[src/rtl/id_ex_reg_pkg.sv]
// Shared pipeline constants and helpers for the pipeline registers and the hazard unit.
package id_ex_reg_pkg;

  localparam int          TNEW_W    = 2;
  localparam logic [31:0] RESET_PC  = 32'h0000_3000;
  localparam logic [4:0]  EXC_NONE  = 5'd0;
  localparam logic [31:0] NOP_INSTR = 32'h0;

  typedef logic [TNEW_W-1:0] tnew_t;

  // One stage closer to the result; an already-ready value stays ready.
  function automatic tnew_t tnew_dec(input tnew_t t);
    return (t == '0) ? '0 : t - tnew_t'(1);
  endfunction

endpackage

[src/rtl/id_ex_reg_if.sv]
// Decode-side bundle, execute-side bundle and the hazard/CP0 controls of the ID/EX register.
interface id_ex_reg_if;
  import id_ex_reg_pkg::*;

  logic        stall;
  logic        flush;

  logic [31:0] instr_d;
  logic [31:0] pc_d;
  logic [31:0] rs_data_d;
  logic [31:0] rt_data_d;
  logic [31:0] ext_d;
  logic [4:0]  a3_d;
  tnew_t       tnew_d;
  logic [4:0]  exc_code_d;
  logic        bd_d;

  logic [31:0] instr_e;
  logic [31:0] pc_e;
  logic [31:0] rs_data_e;
  logic [31:0] rt_data_e;
  logic [31:0] ext_e;
  logic [4:0]  a3_e;
  tnew_t       tnew_e;
  logic [4:0]  exc_code_e;
  logic        bd_e;

  modport master (
    output stall, flush,
    output instr_d, pc_d, rs_data_d, rt_data_d, ext_d, a3_d, tnew_d, exc_code_d, bd_d,
    input  instr_e, pc_e, rs_data_e, rt_data_e, ext_e, a3_e, tnew_e, exc_code_e, bd_e
  );

  modport slave (
    input  stall, flush,
    input  instr_d, pc_d, rs_data_d, rt_data_d, ext_d, a3_d, tnew_d, exc_code_d, bd_d,
    output instr_e, pc_e, rs_data_e, rt_data_e, ext_e, a3_e, tnew_e, exc_code_e, bd_e
  );

endinterface

[src/rtl/id_ex_reg_pipe_field.sv]
// One field of a pipeline register: synchronous reset, clear-to-reset-value, else capture.
module pipe_field #(
  parameter int               WIDTH   = 32,
  parameter logic [WIDTH-1:0] RST_VAL = '0
) (
  input  logic             clk,
  input  logic             reset,
  input  logic             clr,
  input  logic [WIDTH-1:0] d,
  output logic [WIDTH-1:0] q
);

  always_ff @(posedge clk) begin
    if (reset || clr) q <= RST_VAL;
    else              q <= d;
  end

endmodule

[src/rtl/id_ex_reg.sv]
// ID/EX pipeline register: bubble on stall, full clear on flush, Tnew aged by one stage.
module id_ex_reg #(
  parameter logic [31:0] RESET_PC = id_ex_reg_pkg::RESET_PC
) (
  input  logic        clk,
  input  logic        reset,
  id_ex_reg_if.slave  bus
);
  import id_ex_reg_pkg::*;

  logic  clr_all;
  tnew_t tnew_nxt;

  assign clr_all  = bus.flush | bus.stall;
  assign tnew_nxt = tnew_dec(bus.tnew_d);

  pipe_field #(.WIDTH(32), .RST_VAL(NOP_INSTR)) u_instr (
    .clk(clk), .reset(reset), .clr(clr_all), .d(bus.instr_d), .q(bus.instr_e));

  // PC and BD survive a bubble so an interrupt taken on it still reports the right EPC/BD.
  pipe_field #(.WIDTH(32), .RST_VAL(RESET_PC)) u_pc (
    .clk(clk), .reset(reset), .clr(bus.flush), .d(bus.pc_d), .q(bus.pc_e));

  pipe_field #(.WIDTH(1), .RST_VAL(1'b0)) u_bd (
    .clk(clk), .reset(reset), .clr(bus.flush), .d(bus.bd_d), .q(bus.bd_e));

  pipe_field #(.WIDTH(32), .RST_VAL(32'h0)) u_rs_data (
    .clk(clk), .reset(reset), .clr(clr_all), .d(bus.rs_data_d), .q(bus.rs_data_e));

  pipe_field #(.WIDTH(32), .RST_VAL(32'h0)) u_rt_data (
    .clk(clk), .reset(reset), .clr(clr_all), .d(bus.rt_data_d), .q(bus.rt_data_e));

  pipe_field #(.WIDTH(32), .RST_VAL(32'h0)) u_ext (
    .clk(clk), .reset(reset), .clr(clr_all), .d(bus.ext_d), .q(bus.ext_e));

  pipe_field #(.WIDTH(5), .RST_VAL(5'd0)) u_a3 (
    .clk(clk), .reset(reset), .clr(clr_all), .d(bus.a3_d), .q(bus.a3_e));

  pipe_field #(.WIDTH(TNEW_W), .RST_VAL('0)) u_tnew (
    .clk(clk), .reset(reset), .clr(clr_all), .d(tnew_nxt), .q(bus.tnew_e));

  pipe_field #(.WIDTH(5), .RST_VAL(EXC_NONE)) u_exc_code (
    .clk(clk), .reset(reset), .clr(clr_all), .d(bus.exc_code_d), .q(bus.exc_code_e));

endmodule
[src/flat_wrapper.sv]
// flat-port wrapper written by rule: the top's interface ports become plain ports
module id_ex_reg_flat import id_ex_reg_pkg::*;
#(
  parameter logic [31:0] RESET_PC = id_ex_reg_pkg::RESET_PC
)
  (clk, reset, bus_stall, bus_flush, bus_instr_d, bus_pc_d, bus_rs_data_d, bus_rt_data_d, bus_ext_d, bus_a3_d, bus_tnew_d, bus_exc_code_d, bus_bd_d, bus_instr_e, bus_pc_e, bus_rs_data_e, bus_rt_data_e, bus_ext_e, bus_a3_e, bus_tnew_e, bus_exc_code_e, bus_bd_e);
  id_ex_reg_if bus_i ();
  input  logic clk;
  input  logic reset;
  input wire logic [$bits(bus_i.stall)-1:0] bus_stall;
  input wire logic [$bits(bus_i.flush)-1:0] bus_flush;
  input wire logic [$bits(bus_i.instr_d)-1:0] bus_instr_d;
  input wire logic [$bits(bus_i.pc_d)-1:0] bus_pc_d;
  input wire logic [$bits(bus_i.rs_data_d)-1:0] bus_rs_data_d;
  input wire logic [$bits(bus_i.rt_data_d)-1:0] bus_rt_data_d;
  input wire logic [$bits(bus_i.ext_d)-1:0] bus_ext_d;
  input wire logic [$bits(bus_i.a3_d)-1:0] bus_a3_d;
  input wire logic [$bits(bus_i.tnew_d)-1:0] bus_tnew_d;
  input wire logic [$bits(bus_i.exc_code_d)-1:0] bus_exc_code_d;
  input wire logic [$bits(bus_i.bd_d)-1:0] bus_bd_d;
  output wire logic [$bits(bus_i.instr_e)-1:0] bus_instr_e;
  output wire logic [$bits(bus_i.pc_e)-1:0] bus_pc_e;
  output wire logic [$bits(bus_i.rs_data_e)-1:0] bus_rs_data_e;
  output wire logic [$bits(bus_i.rt_data_e)-1:0] bus_rt_data_e;
  output wire logic [$bits(bus_i.ext_e)-1:0] bus_ext_e;
  output wire logic [$bits(bus_i.a3_e)-1:0] bus_a3_e;
  output wire logic [$bits(bus_i.tnew_e)-1:0] bus_tnew_e;
  output wire logic [$bits(bus_i.exc_code_e)-1:0] bus_exc_code_e;
  output wire logic [$bits(bus_i.bd_e)-1:0] bus_bd_e;
  assign bus_i.stall = bus_stall;
  assign bus_i.flush = bus_flush;
  assign bus_i.instr_d = bus_instr_d;
  assign bus_i.pc_d = bus_pc_d;
  assign bus_i.rs_data_d = bus_rs_data_d;
  assign bus_i.rt_data_d = bus_rt_data_d;
  assign bus_i.ext_d = bus_ext_d;
  assign bus_i.a3_d = bus_a3_d;
  assign bus_i.tnew_d = bus_tnew_d;
  assign bus_i.exc_code_d = bus_exc_code_d;
  assign bus_i.bd_d = bus_bd_d;
  assign bus_instr_e = bus_i.instr_e;
  assign bus_pc_e = bus_i.pc_e;
  assign bus_rs_data_e = bus_i.rs_data_e;
  assign bus_rt_data_e = bus_i.rt_data_e;
  assign bus_ext_e = bus_i.ext_e;
  assign bus_a3_e = bus_i.a3_e;
  assign bus_tnew_e = bus_i.tnew_e;
  assign bus_exc_code_e = bus_i.exc_code_e;
  assign bus_bd_e = bus_i.bd_e;
  id_ex_reg #(.RESET_PC(RESET_PC)) u_core (.clk(clk), .reset(reset), .bus(bus_i));
endmodule
[config.mk]
export PLATFORM = sky130hd
export DESIGN_NAME = id_ex_reg_flat
export DESIGN_NICKNAME = d
export VERILOG_FILES = /design/src/rtl/id_ex_reg_pkg.sv /design/src/rtl/id_ex_reg_if.sv /design/src/rtl/id_ex_reg_pipe_field.sv /design/src/rtl/id_ex_reg.sv /design/src/flat_wrapper.sv
export SDC_FILE = /design/constraint.sdc
export NUM_CORES = 1
export LEC_CHECK = 0
export ABC_AREA = 1
export CORE_ASPECT_RATIO = 1.1
export CORE_MARGIN = 10
export CORE_UTILIZATION = 38
export CTS_BUF_LIST = sky130_fd_sc_hd__clkbuf_2
export DETAILED_ROUTE_END_ITERATION = 16
export PLACE_DENSITY = 0.93
export SYNTH_ARGS = -nofsm -noshare
export SYNTH_HDL_FRONTEND = slang
export SYNTH_SLANG_ARGS = --single-unit
[constraint.sdc]
create_clock -name clk -period 1 [get_ports clk]
set_input_delay 0.2 -clock clk [delete_from_list [all_inputs] [get_ports clk]]
set_output_delay 0.2 -clock clk [all_outputs]
set_load 0.005 [all_outputs]
==> summary.md, run 1 <==
| Metric | Value |
|---|---|
| Initial antenna violation count | `7` |
| CTS root buf | `clkbuf_2` |
| H-tree lvl count | `4` |
| Final worst slack | `-419 ps` |
| Slew Limit Headroom | `0.714` |
| Post-synthesis cell count | `542` |
| Non-Filler Instances | `1,302` |
| Slew of the pin with the lowest slew margin | `429 ps` |
| Full die area | `0.0207 mm^2` |
| Vias in the first global route | `6,270` |
| Storage cell area | `0.00359 mm^2` |
| Final critical-path required period | `1420 ps` |
| Num ports | `350` |
| 1st-pass router iterations | `4` |
| Final HPWL DP | `15,600 um` |
| Peak Freq | `705 MHz` |
| Area after DPL | `0.00965 mm^2` |
| CP cell instances | `buf_2` |
| Core Rows | `47` |
| Max-cap viol count | `0` |
| Final setup vio count | `173` |
| Total global-route track usage | `0.218` |
| Crit-path max cell delay | `400 ps` |
| Max VDD drop | `0.000832 V` |
| Worst hold margin | `104 ps` |
| Final wirelength | `24,700 um` |
| Drt drc | `0` |
| Setup crit end kind | `output port` |
| ANT nets after route | `0` |
| Overflow after GRT | `0` |
| Sequential fraction of the synthesis area | `0.595` |
| Top routing layer in use | `met4` |
| Seq cells post-synth | `173` |
| Max-slew violation count | `0` |
| Final setup TNS | `-64,680 ps` |
| Multi-input gate area | `0.00145 mm^2` |
| Post-placement setup slack | `-506 ps` |
| Core area | `0.0151 mm^2` |
| Synth top area share | `0.595` |
| CP Max Fanout | `1` |
| Cell area after layout | `0.0115 mm^2` |
| Sink Count | `173` |
| Final worst-path cycle share | `1.42` |
| Status | `finished, violations left` |
| Setup Buffers After CTS | `0` |
| Commonest cells after routing, fill and taps aside | `clkdlybuf4s50_1, inv_1, dlygate4sd3_1` |
| # port buffers | `349` |
| Largest net degree at the start of global routing | `17` |
| Pwr Density | `1180 mW/mm^2` |
| Slowest cell on the critical path | `dfxtp_1` |
| Cell family with most CP delay | `flip-flops` |
| Top cells by area, synth | `dfxtp_1, nor2_4, inv_1` |
| Critical path arrival | `1220 ps` |
| Most common cell after layout, fill and taps aside | `clkdlybuf4s50_1` |
| Final Hold Vio Count | `0` |
| Net count after synthesis | `720` |
| Placed Cells incl. Taps | `1,094` |
| DR WL met3 | `1780 um` |
| WL per Instance | `19.0 um` |
| Fillers | `826` |
| DRT met1 WL | `8020 um` |
| First-pass GRT wire length | `35,100 um` |
| Failing checks | `negative setup slack` |
| Initial drt markers | `160` |
| Total power | `13.6 mW` |
| Worst Path Required | `800 ps` |
| Layout cell share with drive strength beyond 1 | `0.393` |
| Initial Util | `0.387` |
| YS warnings | `0` |
| Hold crit path type | `in -> reg` |
| Netlist cell types | `13` |
| Startpoint Class | `flop` |
| Vias | `5,402` |
| Area Overhead vs Synth | `96.8%` |
| Synthesized area per cell | `10.7 um^2` |
| CTS tree | `yes` |
| Via density per instance | `4.15` |
| Dominant cell type by area after synthesis | `dfxtp_1` |
| Vert. Die Dim | `150 um` |
| CP bufs+invs | `1` |
| Worst Path Class, Setup | `reg -> out` |
| Num CTS Buffers | `17` |
| Die Width | `138 um` |
| Final core occ | `0.761` |
| Wire length on met2 | `13,800 um` |
| Synthesized cell area | `0.00583 mm^2` |
| Unrepaired setup endpoints after global routing | `true` |
| Placer Congestion | `0.873` |
| Leak | `5.50 nW` |
| CTS max path bufs | `2` |
| Clock-pin slew on the worst setup and hold paths | `240 ps` |
| Fin nets | `1,264` |
## area by class of cell
cell class              instances  area share
repair buffers                543       0.458
flip-flops and latches        173       0.313
multi-input cells             177       0.127
inverters                     174      0.0570
well taps                     196      0.0214
clock inverters                14      0.0145
clock buffers                  18     0.00786
diodes                          7     0.00153
## sequential cells by signal, indices dropped and copies added, names as in the netlist
register             cells
u_core.u_a3.q            5
u_core.u_instr.q        32
u_core.u_pc.q           32
u_core.u_exc_code.q      5
u_core.u_bd.q            1
u_core.u_tnew.q          2
u_core.u_rs_data.q      32
u_core.u_ext.q          32
u_core.u_rt_data.q      32
## power by group
| group | total (mW) | internal [mW] | switching (mW) |
|---|---|---|---|
| registers | 7.22 | 7.13 | 0.0871 |
| logic | 2.45 | 1.53 | 0.917 |
| clock network | 3.90 | 1.41 | 2.48 |
## cell usage after synthesis, drive strengths merged
master / count
nor2: 172
buf: 18
or2: 2
ha: 1
inv: 174
nand2: 1
dfxtp: 173
nand3: 1
## what timing repair did
| action | CTS | global route |
|---|---|---|
| endpoints found under the setup margin | 173 | 173 |
| endpoints found under the hold margin | 169 | 0 |
| hold buffers | 169 | 0 |
| gates cloned | 0 | 0 |
| pin swaps | 0 | 0 |
| resized for setup | 772 | 114 |
## worst paths after layout
| check | start | endpoint | slack (ps) | cells after the start |
|---|---|---|---|---|
| worst min-delay path | bus_ext_d[0] | u_core.u_ext.q[0]$_SDFF_PP0_ | 100 | 3 |
| worst max-delay path | u_core.u_ext.q[30]$_SDFF_PP0_ | bus_ext_e[30] | -420 | 1 |
## logic make-up (layout without fill, tap and decap cells)
family                   count (synthesis)  after routing  synth area share
adder cells (fa/ha/maj)                  1              1           0.00215
buffers and inverters                  192            749             0.158
flip-flops                             173            173             0.595
other                                    0              7                 0
AND/OR/NAND/NOR                        176            176             0.245
## routing by layer
metal | vias to the layer above | global-route usage
met5 | - | 0
met4 | 0 | 0.135
met3 | 61 | 0.0761
met2 | 259 | 0.406
met1 | 2533 | 0.200
li1 | 2549 | -
(Power assumes the default switching activity.)
==> run 2: changes to the inputs <==
--- a/config.mk
+++ b/config.mk
@@ -11,6 +11,8 @@
 export CORE_UTILIZATION = 38
 export CTS_BUF_LIST = sky130_fd_sc_hd__clkbuf_2
 export DETAILED_ROUTE_END_ITERATION = 16
+export HOLD_SLACK_MARGIN = 0.05
+export MAX_ROUTING_LAYER = met4
 export PLACE_DENSITY = 0.93
 export SYNTH_ARGS = -nofsm -noshare
 export SYNTH_HDL_FRONTEND = slang
==> run 2 against run 1 <==
- sequential share of layout area down 0.059 points
- largest cell class unchanged
- the flow still finishes with violations (negative setup slack)
- count of clock-buffer cells in the layout is the same
- combinational power barely moved
- global-route usage grew 0.62 points
- cell count is essentially flat
==> summary.md, run 2 (same netlist as run 1, synthesis figures left out) <==
| Metric | Value |
|---|---|
| Placed Cells incl. Taps | `1,094 (unchanged)` |
| Via density per instance | `4.17 (+0.61%)` |
| Total power | `13.6 mW (+0.21%)` |
| # port buffers | `349 (unchanged)` |
| Psw | `3.51 mW (+0.62%)` |
| CP bufs+invs | `1 (unchanged)` |
| Hold crit path type | `in -> reg` |
| CTS root buf | `clkbuf_2` |
| Final worst slack | `-480 ps (-61.3 ps)` |
| Vias in the first global route | `6,339 (+1.1%)` |
| Initial drt markers | `140 (-13%)` |
| ANT nets after route | `0 (unchanged)` |
| Combinational share of power | `0.181 (about the same)` |
| Non-Filler Instances | `1,303 (+0.077%)` |
| Startpoint Class | `flop` |
| Net Sw Frac | `0.258 (+0.00105)` |
| Final wirelength | `24,800 um (+0.49%)` |
| CP Max Fanout | `1 (unchanged)` |
| Slew of the pin with the lowest slew margin | `441 ps (+12.0 ps)` |
| Worst hold margin | `166 ps (+61.0 ps)` |
| Layout cell share with drive strength beyond 1 | `0.391 (-0.00198)` |
| CTS tree | `yes` |
| Final core occ | `0.763 (+0.00116)` |
| Num ports | `350 (unchanged)` |
| Worst Path Required | `800 ps (about the same)` |
| Fin nets | `1,267 (+0.24%)` |
| Vias | `5,439 (+0.68%)` |
| Largest net degree at the start of global routing | `17 (unchanged)` |
| Setup Buffers After CTS | `0 (unchanged)` |
| Setup crit end kind | `output port` |
| Area Overhead vs Synth | `97.1%` |
| Unrepaired setup endpoints after global routing | `true` |
| Num CTS Buffers | `17 (unchanged)` |
| Initial antenna violation count | `5 (-2)` |
| Leak | `5.51 nW (+0.21%)` |
| Most common cell after layout, fill and taps aside | `clkdlybuf4s50_1` |
| Slew Limit Headroom | `0.706 (-0.00798)` |
| Sink Count | `173 (unchanged)` |
| H-tree lvl count | `4 (unchanged)` |
| Failing checks | `negative setup slack` |
| Worst Path Class, Setup | `reg -> out` |
| Slowest cell on the critical path | `dfxtp_2` |
| WL per Instance | `19.0 um (+0.41%)` |
| Final Hold Vio Count | `0 (unchanged)` |
| First-pass GRT wire length | `34,900 um (-0.73%)` |
| 1st-pass router iterations | `4 (unchanged)` |
| Initial Util | `0.387 (unchanged)` |
| Cell Int Power | `10.1 mW (about the same)` |
| Peak Freq | `676 MHz (-4.1%)` |
| Crit-path max cell delay | `440 ps (+40 ps)` |
| Core Rows | `47 (unchanged)` |
| Overflow after GRT | `0 (unchanged)` |
| Vert. Die Dim | `150 um (unchanged)` |
| Total global-route track usage | `0.224 (+0.00623)` |
| Final HPWL DP | `15,600 um (unchanged)` |
| Full die area | `0.0207 mm^2 (unchanged)` |
| CP cell instances | `buf_6` |
| Clock-pin slew on the worst setup and hold paths | `270 ps (+30 ps)` |
| Critical path arrival | `1280 ps (+60 ps)` |
| Cell family with most CP delay | `flip-flops` |
| Final worst-path cycle share | `1.48 (+0.0613)` |
| Drt drc | `0 (unchanged)` |
| Placer Congestion | `0.887 (+1.6%)` |
| Pwr Density | `1180 mW/mm^2 (about the same)` |
| Max-cap viol count | `0 (unchanged)` |
| CTS max path bufs | `2 (unchanged)` |
| Commonest cells after routing, fill and taps aside | `clkdlybuf4s50_1, inv_1, dlygate4sd3_1` |
| Max-slew violation count | `0 (unchanged)` |
| Final critical-path required period | `1480 ps (+61.3 ps)` |
| Area after DPL | `0.00965 mm^2 (unchanged)` |
| Final setup vio count | `173 (unchanged)` |
| Clk pwr share | `0.288 (about the same)` |
| Die Width | `138 um (unchanged)` |
| Status | `finished, violations left` |
| Cell area after layout | `0.0115 mm^2 (+0.15%)` |
| Core area | `0.0151 mm^2 (unchanged)` |
| Part of the power in registers | `0.531 (about the same)` |
| Max VDD drop | `0.000752 V (-9.6%)` |
## run 2: repair_timing
item / 4_1_cts / 5_1_grt
endpoints found under the hold margin: 172 / 0
hold buffers: 172 / 0
endpoints found under the setup margin: 173 / 173
resized for setup: 772 / 112
## run 2: worst paths after layout
kind                  depth (start not counted)                        start  slack (ps)                             to
worst max-delay path                          1  u_core.u_a3.q[2]$_SDFF_PP0_        -480                    bus_a3_e[2]
worst min-delay path                          4                bus_tnew_d[1]         170  u_core.u_tnew.q[1]$_SDFF_PP0_
## run 2: area by class of cell
cell class,instances,area [um^2]
flip-flops and latches,173,3580
multi-input cells,177,1450
diodes,5,12.5
repair buffers,546,5280
clock buffers,18,90.1
fillers,822,3570
inverters,174,653
well taps,196,245
clock inverters,14,166
## run 2: metrics by stage
stage / setup TNS, ps / worst slack [ps]
final: -66780 / -480
after global routing: -87890 / -598
after CTS: -81370 / -505
after detailed placement: -70630 / -506
after global placement: -66950 / -445
after floorplan: 0 / 143
## run 2: per-layer routing
layer | vias up | global-route usage | part of all wire | wire [um]
li1 | 2553 | - | - | -
met2 | 269 | 0.408 | 0.56 | 13900
met4 | 0 | 0.128 | 0.040 | 990
met5 | - | - | 0 | 0
met3 | 59 | 0.0719 | 0.061 | 1510
met1 | 2558 | 0.204 | 0.34 | 8370
## run 2: power by group through the flow
stage | Clock, mW | Sequential (mW) | Combinational [mW]
2_1_floorplan | 0 | 7.33 | 0.595
3_3_place_gp | 0 | 7.30 | 1.83
3_5_place_dp | 0 | 7.31 | 1.88
4_1_cts | 3.96 | 7.18 | 2.30
5_1_grt | 4.26 | 7.24 | 2.59
6_report | 3.91 | 7.22 | 2.46
